File: src/rtl/fc_operand_streamer.sv
// fc_operand_streamer: buffers one activation/weight vector and streams it as valid/ready beats
module fc_operand_streamer #(
  parameter int NUM_INPUTS = 8,
  parameter int DATA_W = 16,
  localparam int IDX_W = $clog2(NUM_INPUTS)
) (
  input  logic                     clk,
  input  logic                     rst,
  input  logic                     wr_en,
  input  logic [IDX_W-1:0]         wr_addr,
  input  logic signed [DATA_W-1:0] wr_act,
  input  logic signed [DATA_W-1:0] wr_wt,
  input  logic                     start,
  output logic                     busy,
  output logic                     tx_valid,
  input  logic                     tx_ready,
  output logic signed [DATA_W-1:0] tx_act,
  output logic signed [DATA_W-1:0] tx_wt,
  output logic [IDX_W-1:0]         tx_idx,
  output logic                     tx_last,
  output logic                     done
);
  typedef enum logic [1:0] {IDLE, STREAM, DONE} state_t;
  state_t state;
  logic [IDX_W-1:0] idx;
  logic signed [DATA_W-1:0] act_mem [NUM_INPUTS];
  logic signed [DATA_W-1:0] wt_mem [NUM_INPUTS];
  logic last;
  assign last = idx == IDX_W'(NUM_INPUTS - 1);
  assign busy = state != IDLE;
  assign tx_valid = state == STREAM;
  assign done = state == DONE;
  assign tx_last = tx_valid & last;
  assign tx_act = tx_valid ? act_mem[idx] : '0;
  assign tx_wt = tx_valid ? wt_mem[idx] : '0;
  assign tx_idx = tx_valid ? idx : '0;
  always_ff @(posedge clk) begin
    if (rst) begin
      state <= IDLE;
      idx <= '0;
      for (int i = 0; i < NUM_INPUTS; i++) begin
        act_mem[i] <= '0;
        wt_mem[i] <= '0;
      end
    end else begin
      if (state == IDLE && wr_en && 32'(wr_addr) < NUM_INPUTS) begin
        act_mem[wr_addr] <= wr_act;
        wt_mem[wr_addr] <= wr_wt;
      end
      case (state)
        IDLE: if (start) begin
          state <= STREAM;
          idx <= '0;
        end
        STREAM: if (tx_ready) begin
          if (last) state <= DONE;
          else idx <= idx + 1'b1;
        end
        default: begin
          state <= IDLE;
          idx <= '0;
        end
      endcase
    end
  end
endmodule

File: config.mk
export PLATFORM = sky130hd
export DESIGN_NAME = fc_operand_streamer
export DESIGN_NICKNAME = d
export VERILOG_FILES = /design/src/rtl/fc_operand_streamer.sv
export SDC_FILE = /design/constraint.sdc
export NUM_CORES = 1
export LEC_CHECK = 0
export ABC_AREA = 1
export CORE_ASPECT_RATIO = 1.1
export CORE_UTILIZATION = 55
export CTS_BUF_LIST = sky130_fd_sc_hd__clkbuf_4 sky130_fd_sc_hd__clkbuf_8 sky130_fd_sc_hd__clkbuf_16
export DETAILED_ROUTE_END_ITERATION = 8
export PLACE_DENSITY = 0.75
export SYNTH_ARGS = -nofsm -noshare
export SYNTH_HDL_FRONTEND = slang
export SYNTH_SLANG_ARGS = --single-unit
File: constraint.sdc
create_clock -name clk -period 5.35 [get_ports clk]
set_clock_uncertainty 0.05 [all_clocks]
set_input_delay 1.07 -clock clk [delete_from_list [all_inputs] [get_ports clk]]
set_output_delay 1.07 -clock clk [all_outputs]
set_load 0.02 [all_outputs]
Word level (Yosys, flattened, before mapping)
Memory sizes are Yosys's and may differ from the RTL's. A register that Yosys moved wholly into a read port is not among the register bits.
Cells that the tools add are included.
- mux-type cells: 26
- equality and inequality tests: 7
- $add $sub $neg: 1
- bitwise gates (word level): 1
- reduce and logical (&&, ||, !) cells: 7
- operators by type and width (kind ; number):
    $mux 16 ; 4
    $reduce_or 16->1 ; 2
    $mux 3 ; 10
    $mux 1 ; 7
    $mux 2 ; 3
    $pmux 3 s2 ; 1
    $reduce_and 3->1 ; 2
    $ne 2x1->1 const B ; 2
    $ne 2x2->1 const B ; 2
    $pmux 2 s2 ; 1
    $add 3x1->3 const B ; 1
    $eq 3x3->1 const B ; 1
    $eq 2x1->1 const B ; 1
    $eq 2x2->1 const B ; 1
    $logic_not 2->1 ; 1
    $reduce_bool 2->1 ; 1
    $and 1x1->1 ; 1
    $logic_and 1x1->1 ; 1
- input bits: 40
- register bits after elaboration: 5
- output and inout port bits: 39
- word-level logic and storage cells: 46
- memories: 2
- bits in writable memories: 256
- memories (name ; depth ; width ; read ports ; clocked after memory_dff ; wr ports ; RTL line ; text):
    act_mem ; 8 ; 16 ; 1 ; 1 ; 8 ; 26 ; logic signed [DATA_W-1:0] act_mem [NUM_INPUTS];
    wt_mem ; 8 ; 16 ; 1 ; 1 ; 8 ; 27 ; logic signed [DATA_W-1:0] wt_mem [NUM_INPUTS];

Longest topological paths before layout
Gate-level depths: netlist of the first run.
- word-level depth: 7
- gate-level depth with buffers: 8

Least setup slack after synthesis of the first run
No wires, ideal clock.
- kind: input to register
- from: input rst
- to: memory act_mem[0][0], enable pin
- cell stages on the path: 6
- buffers on the path: 1
- arrival time: 2.427 ns
- library setup time: 0.389 ns
- path slack: 2.483 ns
- cells stage by stage: inv_1 > nand3_4 > nor2_8 > nand2_4 > buf_6 > nand2_1
- RTL lines (item ; RTL line ; text):
    start, declared ; 8 ; input logic rst,
    end, declared ; 26 ;

==> impl_results.md, run 1 <==
* Chip height at 164 µm
* Share of the synthesized area in the top cell type at 58.8%
* CTS root buffer: clkbuf_16
* Clock insertion delay at the later pin of the skew report at 530 ps
* Critical path data arrival time at 3300 ps
* Post-layout nets at 1589
* FF+latch area at 7850 µm²
* Required time worst endpoint at 4230 ps
* Post-DP Area at 13900 µm²
* Antenna viol nets, final at 0
* Cell area after layout at 14700 µm²
* Vias at 9639
* CTS tree: yes
* HPWL after DPL at 19.0 mm
* Largest cells by area after synthesis: edfxtp_1 (59%), nand2_1 (9.7%), nor2_1 (9.6%), inv_1 (8.7%), nand3_1 (6.2%)
* Gpl congestion at 0.827
* Seq/Total Area, Yosys at 60.0%
* Number of buffers added on ports at 78
* Clock Tree Buf Depth at 3
* Post-route DRC at 0
* Worst-margin pin slew at 1100 ps
* Vias in the first global route at 8989
* Via density at 5.16
* Post-Layout Cell Count at 1867
* Layout fillers at 1928
* Pwr/cell area at 331 nW/µm²
* Post-CTS setup buffer count at 0
* R2R Setup Slk at 2820 ps
* Gates resized, CTS repair at 0
* Pin count of the biggest net entering global routing at 100
* Slew HR at 26.6%
* Placement row count at 58
* GRT Util Overall at 26.1%
* Post-synthesis cell type count at 20
* Setup crit end kind: output pin
* Max_cap viols at 0
* Initial Util at 56.6%
* Routed wire length at 30.9 mm
* Total CTS buffers at 26
* Yosys reg bits at 264
* I/O pin count at 79
* Die area at 24400 µm²
* N_diodes at 0
* Layout cells sized above 1 at 5.17%
* P&R area growth vs syn at 12.8%
* Syn_area_per_cell at 8.70 µm²
* Worst VDD drop at 270 µV
* Static Leakage at 6.81 nW
* Initial DRT Pass Iterations at 6
* Post-Place Cells at 1819
* Mapped Area at 13100 µm²
* H-Tree Depth at 1
* Synth warn at 0
* Final slew viol count at 0
* Startpoint Class: flop
* GRT overflow at 0
* Period utilization at 82.7%
* RSZ-0062 raised after global routing: no
* Status: complete, no violations
* Tightest Hold Check Type: flop to flop
* Initial DRC count at 891
* Final min period at 4420 ps
* Maximum clock rate at 226 MHz
* WS Path Type: flop to output pin
* CTS Hold Bufs at 0
* CTS sink cnt at 264
* Initial antenna violation count at 0
* Final Core Density at 63.9%
* Gate Count Post-Synth at 1502
* Global-route wire length before repair at 48.2 mm
* # setup viols final at 0
* Clock transition at the registers of the reported paths at 60 ps
* Wire length per cell at 16.6 µm
* Hold Vio Cnt, Final at 0
* Setup_tns at 0 ps
* Post-Syn Nets at 1544
* Hold Slack at 496 ps
* Largest area contributor in the netlist: edfxtp_1
* Area of the multi-input gates at 3570 µm²
* Worst Path Max Fanout at 99
* Core Footprint at 23100 µm²
* Die width at 149 µm
critical path, stage by stage (launching register included):
cell	delay, ps
dfxtp_4	630
clkinv_2	110
buf_4	470
nand2_1	190
nand3_1	90
nand2_1	100
nor2_1	40
nor2_1	370
clkdlybuf4s50_1	690
final cells by class:
class	instances	share of cell area, %
Tap cell	300	2.55
Multi-Input combinational cell	856	24.2
Sequential cell	264	53.3
Clock inverter	17	1.34
Inverter	305	7.78
Timing Repair Buffer	94	6.20
Clock buffer	31	4.67
report_power, final:
part | internal [W] | switching (W)
sequential | 0.00235 | 0.0000405
combinational | 0.000194 | 0.000419
clock | 0.00112 | 0.000765
total | 0.00366 | 0.00123
stage by stage:
stage / worst slack, ps / total power (W)
final: 927 / 0.00488
after global routing: 773 / 0.00505
after CTS: 963 / 0.00489
after detailed placement: 1360 / 0.00304
after global placement: 1410 / 0.00303
after floorplan: 2480 / 0.00282
cell usage after synthesis, drive strengths merged:
cell and instances:
nand2 345, nor2 338, inv 305, edfxtp 256, nand3 164, buf 69, clkbuf 8, dfxtp 8
a21oi 4, ha 2, o21ai 2, nor4 1
per-layer routing:
metal | vias up | share of wire (%) | global-route usage, %
li1 | 4684 | - | -
met1 | 4498 | 42 | 37.3
met2 | 424 | 47 | 42.4
met3 | 33 | 8.9 | 3.56
met4 | 0 | 1.6 | 6.17
met5 | - | 0 | 0
cell families (layout without fill, tap and decap cells):
group	Yosys count	in the layout	share of synthesized area, %
compound gates	6	6	0.230
fa+ha+maj	2	2	0.191
buf+inv	382	447	12.7
flops	264	264	60.0
simple gates	848	848	26.8
worst paths after layout:
| kind | from | cells past startpoint | to |
|---|---|---|---|
| setup / recovery | flop | 8 | tx_wt[15] |
| hold / removal | idx[2] | 2 | flop |
| setup reg to reg | state[1] | 6 | act_mem[4][3] |
| hold reg to reg | idx[2] | 2 | flop |
layout by cell type, fill, tap and decap left out, types with 5 or more instances in the layout:
| master | instances |
|---|---|
| inv_1 | 303 |
| nand2_4 | 8 |
| clkbuf_4 | 5 |
| buf_4 | 15 |
| clkdlybuf4s50_1 | 78 |
| clkinv_2 | 11 |
| nor2_1 | 334 |
| clkbuf_16 | 26 |
| edfxtp_1 | 256 |
| nand3_1 | 163 |
| dfxtp_1 | 5 |
| nand2_1 | 337 |
flip-flops by register name, indices dropped and copies added, names as in the netlist, named ones only:
signal	count
wt_mem	128
state	2
act_mem	128
idx	3
Note: power is estimated with default switching activity, not from simulation.
==> run 2, diff against run 1 <==
--- a/config.mk
+++ b/config.mk
@@ -7,10 +7,10 @@
 export LEC_CHECK = 0
 export ABC_AREA = 1
 export CORE_ASPECT_RATIO = 1.1
-export CORE_UTILIZATION = 55
+export CORE_UTILIZATION = 54
 export CTS_BUF_LIST = sky130_fd_sc_hd__clkbuf_4 sky130_fd_sc_hd__clkbuf_8 sky130_fd_sc_hd__clkbuf_16
 export DETAILED_ROUTE_END_ITERATION = 8
-export PLACE_DENSITY = 0.75
+export PLACE_DENSITY = 0.76
 export SYNTH_ARGS = -nofsm -noshare
 export SYNTH_HDL_FRONTEND = slang
 export SYNTH_SLANG_ARGS = --single-unit
==> constraint.sdc (replaced) <==
create_clock -name clk -period 3.7 [get_ports clk]
set_clock_uncertainty 0.05 [all_clocks]
set_input_delay 0.74 -clock clk [delete_from_list [all_inputs] [get_ports clk]]
set_output_delay 0.74 -clock clk [all_outputs]
set_load 0.02 [all_outputs]
==> impl_results.md, run 2 (synthesized netlist as in run 1, its figures left out) <==
* Status: complete, no violations
* # setup viols final at 0 (unchanged)
* Post-layout nets at 1612 (+1.4%)
* WS Path Type: flop to output pin
* Setup_tns at 0 ps (unchanged)
* CTS Hold Bufs at 0 (unchanged)
* Die area at 24800 µm² (+1.8%)
* Gates resized, CTS repair at 0 (unchanged)
* Clock Tree Buf Depth at 3 (unchanged)
* Period utilization at 96.8%
* Slew HR at 42.5% (+16 points)
* Most frequent cells in the layout: nand2_1 (337), nor2_1 (334), inv_1 (303), edfxtp_1 (256), nand3_1 (163)
* Layout cells sized above 1 at 5.92% (+0.75 points)
* P&R area growth vs syn at 14.0%
* Pwr/cell area at 462 nW/µm² (+40%)
* Global-route wire length before repair at 49.6 mm (+2.9%)
* Initial antenna violation count at 0 (unchanged)
* CTS sink cnt at 264 (unchanged)
* Total CTS buffers at 27 (+3.8%)
* Worst Path Max Fanout at 28 (-72%)
* Switching power at 0.00174 W (+42%)
* Biggest registers after layout: act_mem x128, wt_mem x128, idx x3
* Post-route DRC at 0 (unchanged)
* I/O pin count at 79 (unchanged)
* Final min period at 3580 ps
* HPWL after DPL at 18.0 mm (-5.3%)
* GRT Util Overall at 26.5% (+0.41 points)
* H-Tree Depth at 1 (unchanged)
* Placement row count at 59 (+1.7%)
* Commonest non-fill, non-tap cell in the layout: nand2_1
* Wire length per cell at 16.9 µm (+1.8%)
* Final setup margin at 118 ps (-809 ps)
* Sequential Power Share at 50.1% (+1.2 points)
* Worst-margin pin slew at 862 ps (-238 ps)
* Vias in the first global route at 9647 (+7.3%)
* Required time worst endpoint at 2910 ps (-1320 ps)
* Antenna viol nets, final at 0 (unchanged)
* DP Worst Slack at 736 ps (-620 ps)
* RSZ-0062 raised after global routing: no
* Core Footprint at 23700 µm² (+2.7%)
* CTS tree: yes
* Routed wire length at 31.9 mm (+3.3%)
* Internal power at 0.00515 W (+41%)
* Die width at 150 µm (+0.91%)
* CTS root buffer: clkbuf_16
* Switching share of power at 25.2% (+0.11 points)
* Gpl congestion at 0.795 (-3.9%)
* GRT overflow at 0 (unchanged)
* Clock transition at the registers of the reported paths at 60 ps (about the same)
* Post-CTS setup buffer count at 0 (unchanged)
* Gate power share at 13.0% (+0.4 points)
* R2R Setup Slk at 1860 ps (-960 ps)
* Via density at 5.14 (-0.48%)
* Worst VDD drop at 406 µV (+51%)
* Final slew viol count at 0 (unchanged)
* Setup crit end kind: output pin
* Clock insertion delay at the later pin of the skew report at 520 ps (about the same)
* Maximum clock rate at 279 MHz
* Initial DRT Pass Iterations at 5 (-1)
* Clock power frac at 36.8% (-1.7 points)
* Max_cap viols at 0 (unchanged)
* Pin count of the biggest net entering global routing at 80 (-20%)
* Initial Util at 55.2% (-1.5 points)
* Hold Vio Cnt, Final at 0 (unchanged)
* Critical path data arrival time at 2790 ps (-510 ps)
* Vias at 9731 (+0.95%)
* Tightest Hold Check Type: flop to flop
* Layout fillers at 1904 (-1.2%)
* Startpoint Class: flop
* Chip height at 165 µm (+0.91%)
* N_diodes at 0 (unchanged)
* Static Leakage at 6.89 nW (+1.3%)
* Initial DRC count at 893 (+0.22%)
* Number of buffers added on ports at 78 (unchanged)
-- run 2: cell count changes in the layout (fill, tap and decap cells not counted), sizes merged --
cell | before | now
bufinv | 4 | 1
clkinvlp | 1 | 0
buf | 16 | 38
clkinv | 13 | 14
clkbuf | 31 | 34
-- run 2: critical path, stage by stage, from the launching register on --
cell and delay [ps]:
dfxtp_2 510, inv_2 170, buf_4 370, nand3_1 160, nand3_1 100, nand2_1 50, nor2_1 230, clkdlybuf4s50_1 660
-- run 2: final timing paths --
| path | start | end | depth (start not counted) |
|---|---|---|---|
| setup / recovery | flop | tx_act[3] | 7 |
| hold / removal | idx[2] | flop | 2 |
| setup reg to reg | state[1] | wt_mem[2][12] | 6 |
| hold reg to reg | idx[2] | flop | 2 |
-- run 2: stage by stage --
stage          util [%]  total power [W]  std cells  hold WS (ps)  instance area (µm²)
4_1_cts            62.9          0.00690       1894           495                14900
3_5_place_dp       59.4          0.00440       1846           484                14100
5_1_grt            62.9          0.00713       1894           537                14900
6_report           62.9          0.00689       1894           490                14900
3_3_place_gp       59.4          0.00438       1846           462                14100
2_1_floorplan         -          0.00408       1502           441                13100
-- run 2: power by group through the flow --
stage | logic [W] | clock network (W) | registers (W)
6_report | 0.000897 | 0.00254 | 0.00345
5_1_grt | 0.000991 | 0.00268 | 0.00347
4_1_cts | 0.000895 | 0.00255 | 0.00345
3_5_place_dp | 0.000887 | 0 | 0.00352
3_3_place_gp | 0.000871 | 0 | 0.00351
2_1_floorplan | 0.000588 | 0 | 0.00349
-- run 2: per-layer routing --
metal | track usage, % | vias up | share of wire (%)
li1 | - | 4724 | -
met1 | 33.1 | 4513 | 39
met2 | 45.6 | 412 | 49
met3 | 3.90 | 82 | 8.5
met4 | 12.2 | 0 | 3.4
met5 | 0 | - | 0
-- run 2: area by class of cell --
cell class                      instances  area (µm²)  share of cell area, %
Sequential cell                       264        7850                   52.7
Clock inverter                         14        93.8                  0.630
Timing Repair Buffer                  116        1130                   7.58
Inverter                              305        1150                   7.69
Tap cell                              305         382                   2.56
Multi-Input combinational cell        856        3570                   23.9
Clock buffer                           34         728                   4.89
==> run 3, diff against run 2 <==
--- a/config.mk
+++ b/config.mk
@@ -6,11 +6,13 @@
 export NUM_CORES = 1
 export LEC_CHECK = 0
 export ABC_AREA = 1
-export CORE_ASPECT_RATIO = 1.1
+export CORE_ASPECT_RATIO = 0.75
 export CORE_UTILIZATION = 54
 export CTS_BUF_LIST = sky130_fd_sc_hd__clkbuf_4 sky130_fd_sc_hd__clkbuf_8 sky130_fd_sc_hd__clkbuf_16
 export DETAILED_ROUTE_END_ITERATION = 8
+export GPL_TIMING_DRIVEN = 0
 export PLACE_DENSITY = 0.76
 export SYNTH_ARGS = -nofsm -noshare
 export SYNTH_HDL_FRONTEND = slang
 export SYNTH_SLANG_ARGS = --single-unit
+export TNS_END_PERCENT = 10
==> impl_results.md, run 3 (synthesized netlist as in run 1, its figures left out) <==
* Status: complete, no violations
* Post-Place Cells at 1882 (+2.0%)
* N_diodes at 0 (unchanged)
* Critical path data arrival time at 2800 ps (about the same)
* Initial Util at 56.0% (+0.79 points)
* Placement row count at 48 (-19%)
* RSZ-0062 raised after global routing: no
* Final setup margin at 110 ps (-8.27 ps)
* HP Start: idx[2]
* CTS sink cnt at 264 (unchanged)
* Tightest Hold Check Type: flop to flop
* Core Footprint at 23400 µm² (-1.4%)
* Wire length per cell at 16.9 µm (+0.31%)
* Total CTS buffers at 26 (-3.7%)
* Number of buffers added on ports at 78 (unchanged)
* Worst VDD drop at 306 µV (-25%)
* Commonest non-fill, non-tap cell in the layout: nor2_1
* Initial antenna violation count at 0 (unchanged)
* Die area at 24800 µm² (about the same)
* # setup viols final at 0 (unchanged)
* I/O pin count at 79 (unchanged)
* Maximum clock rate at 279 MHz (-0.23%)
* Global-route wire length before repair at 50.4 mm (+1.6%)
* Layout fillers at 1819 (-4.5%)
* Required time worst endpoint at 2910 ps (about the same)
* Setup crit end kind: output pin
* Layout cells sized above 1 at 7.61% (+1.7 points)
* Worst reg2reg path depth at 6 (unchanged)
* Biggest registers after layout: act_mem x128, wt_mem x128, idx x3
* WS Path Type: flop to output pin
* Post-Layout Cell Count at 1929 (+1.8%)
* Die width at 182 µm (+21%)
* Post-CTS setup buffer count at 0 (unchanged)
* GRT Util Overall at 26.8% (+0.33 points)
* CTS root buffer: clkbuf_16
* Post-DP Area at 14300 µm² (+1.6%)
* Via density at 5.17 (+0.61%)
* Vias at 9971 (+2.5%)
* Hold Path Depth at 2 (unchanged)
* WHS Endpoint: idx[2]
* Initial DRC count at 982 (+10%)
* Post-route DRC at 0 (unchanged)
* Worst r2r src: state[1]
* Startpoint Class: flop
* Period utilization at 97.0% (+0.22 points)
* Antenna viol nets, final at 0 (unchanged)
* Worst Path Max Fanout at 10 (-64%)
* H-Tree Depth at 1 (unchanged)
* Worst R2R End: wt_mem[4][8]
* Chip height at 137 µm (-17%)
* R2R Setup Slk at 1340 ps (-520 ps)
* Setup_tns at 0 ps (unchanged)
* Routed wire length at 32.6 mm (+2.2%)
* Final min period at 3590 ps (+8.27 ps)
* GRT overflow at 0 (unchanged)
* Clock insertion delay at the later pin of the skew report at 530 ps (about the same)
* Most frequent cells in the layout: nor2_1 (335), nand2_1 (329), inv_1 (304), edfxtp_1 (256), nand3_1 (163)
* HPWL after DPL at 21.5 mm (+19%)
* Slew HR at 33.8% (-8.7 points)
* Initial DRT Pass Iterations at 6 (+1)
* Pin count of the biggest net entering global routing at 33 (-59%)
* DP Worst Slack at 513 ps (-224 ps)
* Pwr/cell area at 462 nW/µm² (-0.18%)
* Hold Vio Cnt, Final at 0 (unchanged)
* Area of the multi-input gates at 3580 µm² (+0.35%)
* Worst-margin pin slew at 989 ps (+126 ps)
* FF+latch area at 7850 µm² (about the same)
* Clock transition at the registers of the reported paths at 60 ps (about the same)
* Clock Tree Buf Depth at 3 (unchanged)
* Gpl congestion at 0.852 (+7.1%)
* CTS Hold Bufs at 0 (unchanged)
* P&R area growth vs syn at 15.7%
* Max_cap viols at 0 (unchanged)
* Final slew viol count at 0 (unchanged)
* Static Leakage at 7.02 nW (+1.9%)
* CTS tree: yes
* Vias in the first global route at 9541 (-1.1%)
* Cell area after layout at 15100 µm² (+1.5%)
* Post-layout nets at 1652 (+2.5%)
* Total power at 0.00698 W (+1.4%)
-- run 3: worst max path at each step --
| stage | startpoint | end | slack (ps) | cells after the start |
|---|---|---|---|---|
| final | flop | tx_wt[15] | 110 | 7 |
| after global routing | flop | tx_wt[15] | 20 | 7 |
| after detailed placement | rst | wt_mem[3][0] | 510 | 7 |
| after CTS | flop | tx_wt[0] | 110 | 5 |
| after floorplan | rst | act_mem[0][0] | 1160 | 6 |
| after global placement | rst | wt_mem[5][8] | -110 | 7 |
-- run 3: layout make-up --
cell class,count,area share [%]
flip-flops and latches,264,51.9
multi-input cells,856,23.7
inverters,305,7.57
repair buffers,80,5.48
clock buffers,29,4.57
plain buffers,77,3.46
well taps,300,2.48
clock inverters,18,0.926
-- run 3: through the flow --
step / hold WS [ps] / util (%)
after floorplan: 441 / -
after global placement: 469 / 60.9
after detailed placement: 494 / 61.2
after CTS: 506 / 64.7
after global routing: 561 / 64.8
final: 520 / 64.8
-- run 3: metal layers --
metal	up-vias	GRT usage, %	routed length (µm)
met5	-	0	0
met4	0	7.67	743
met2	475	46.1	15300
met1	4634	36.3	13800
met3	54	3.19	2770
li1	4808	-	-
-- run 3: repair_timing --
action / 4_1_cts / 5_1_grt
hold endpoints to repair: 0 / 0
resized for setup: 0 / 1
setup endpoints to repair: 0 / 3
-- run 3: power by group --
group          internal [W]  switching [W]
sequential          0.00340      0.0000345
clock               0.00148        0.00113
combinational      0.000303       0.000643
total               0.00518        0.00180
-- run 3: critical path, stage by stage (launching register included) --
cell and delay [ps]:
dfxtp_1 320, inv_2 180, clkbuf_1 600, nand3_1 170
nand3_1 120, nand2_1 60, nor2_1 180, clkdlybuf4s50_1 640
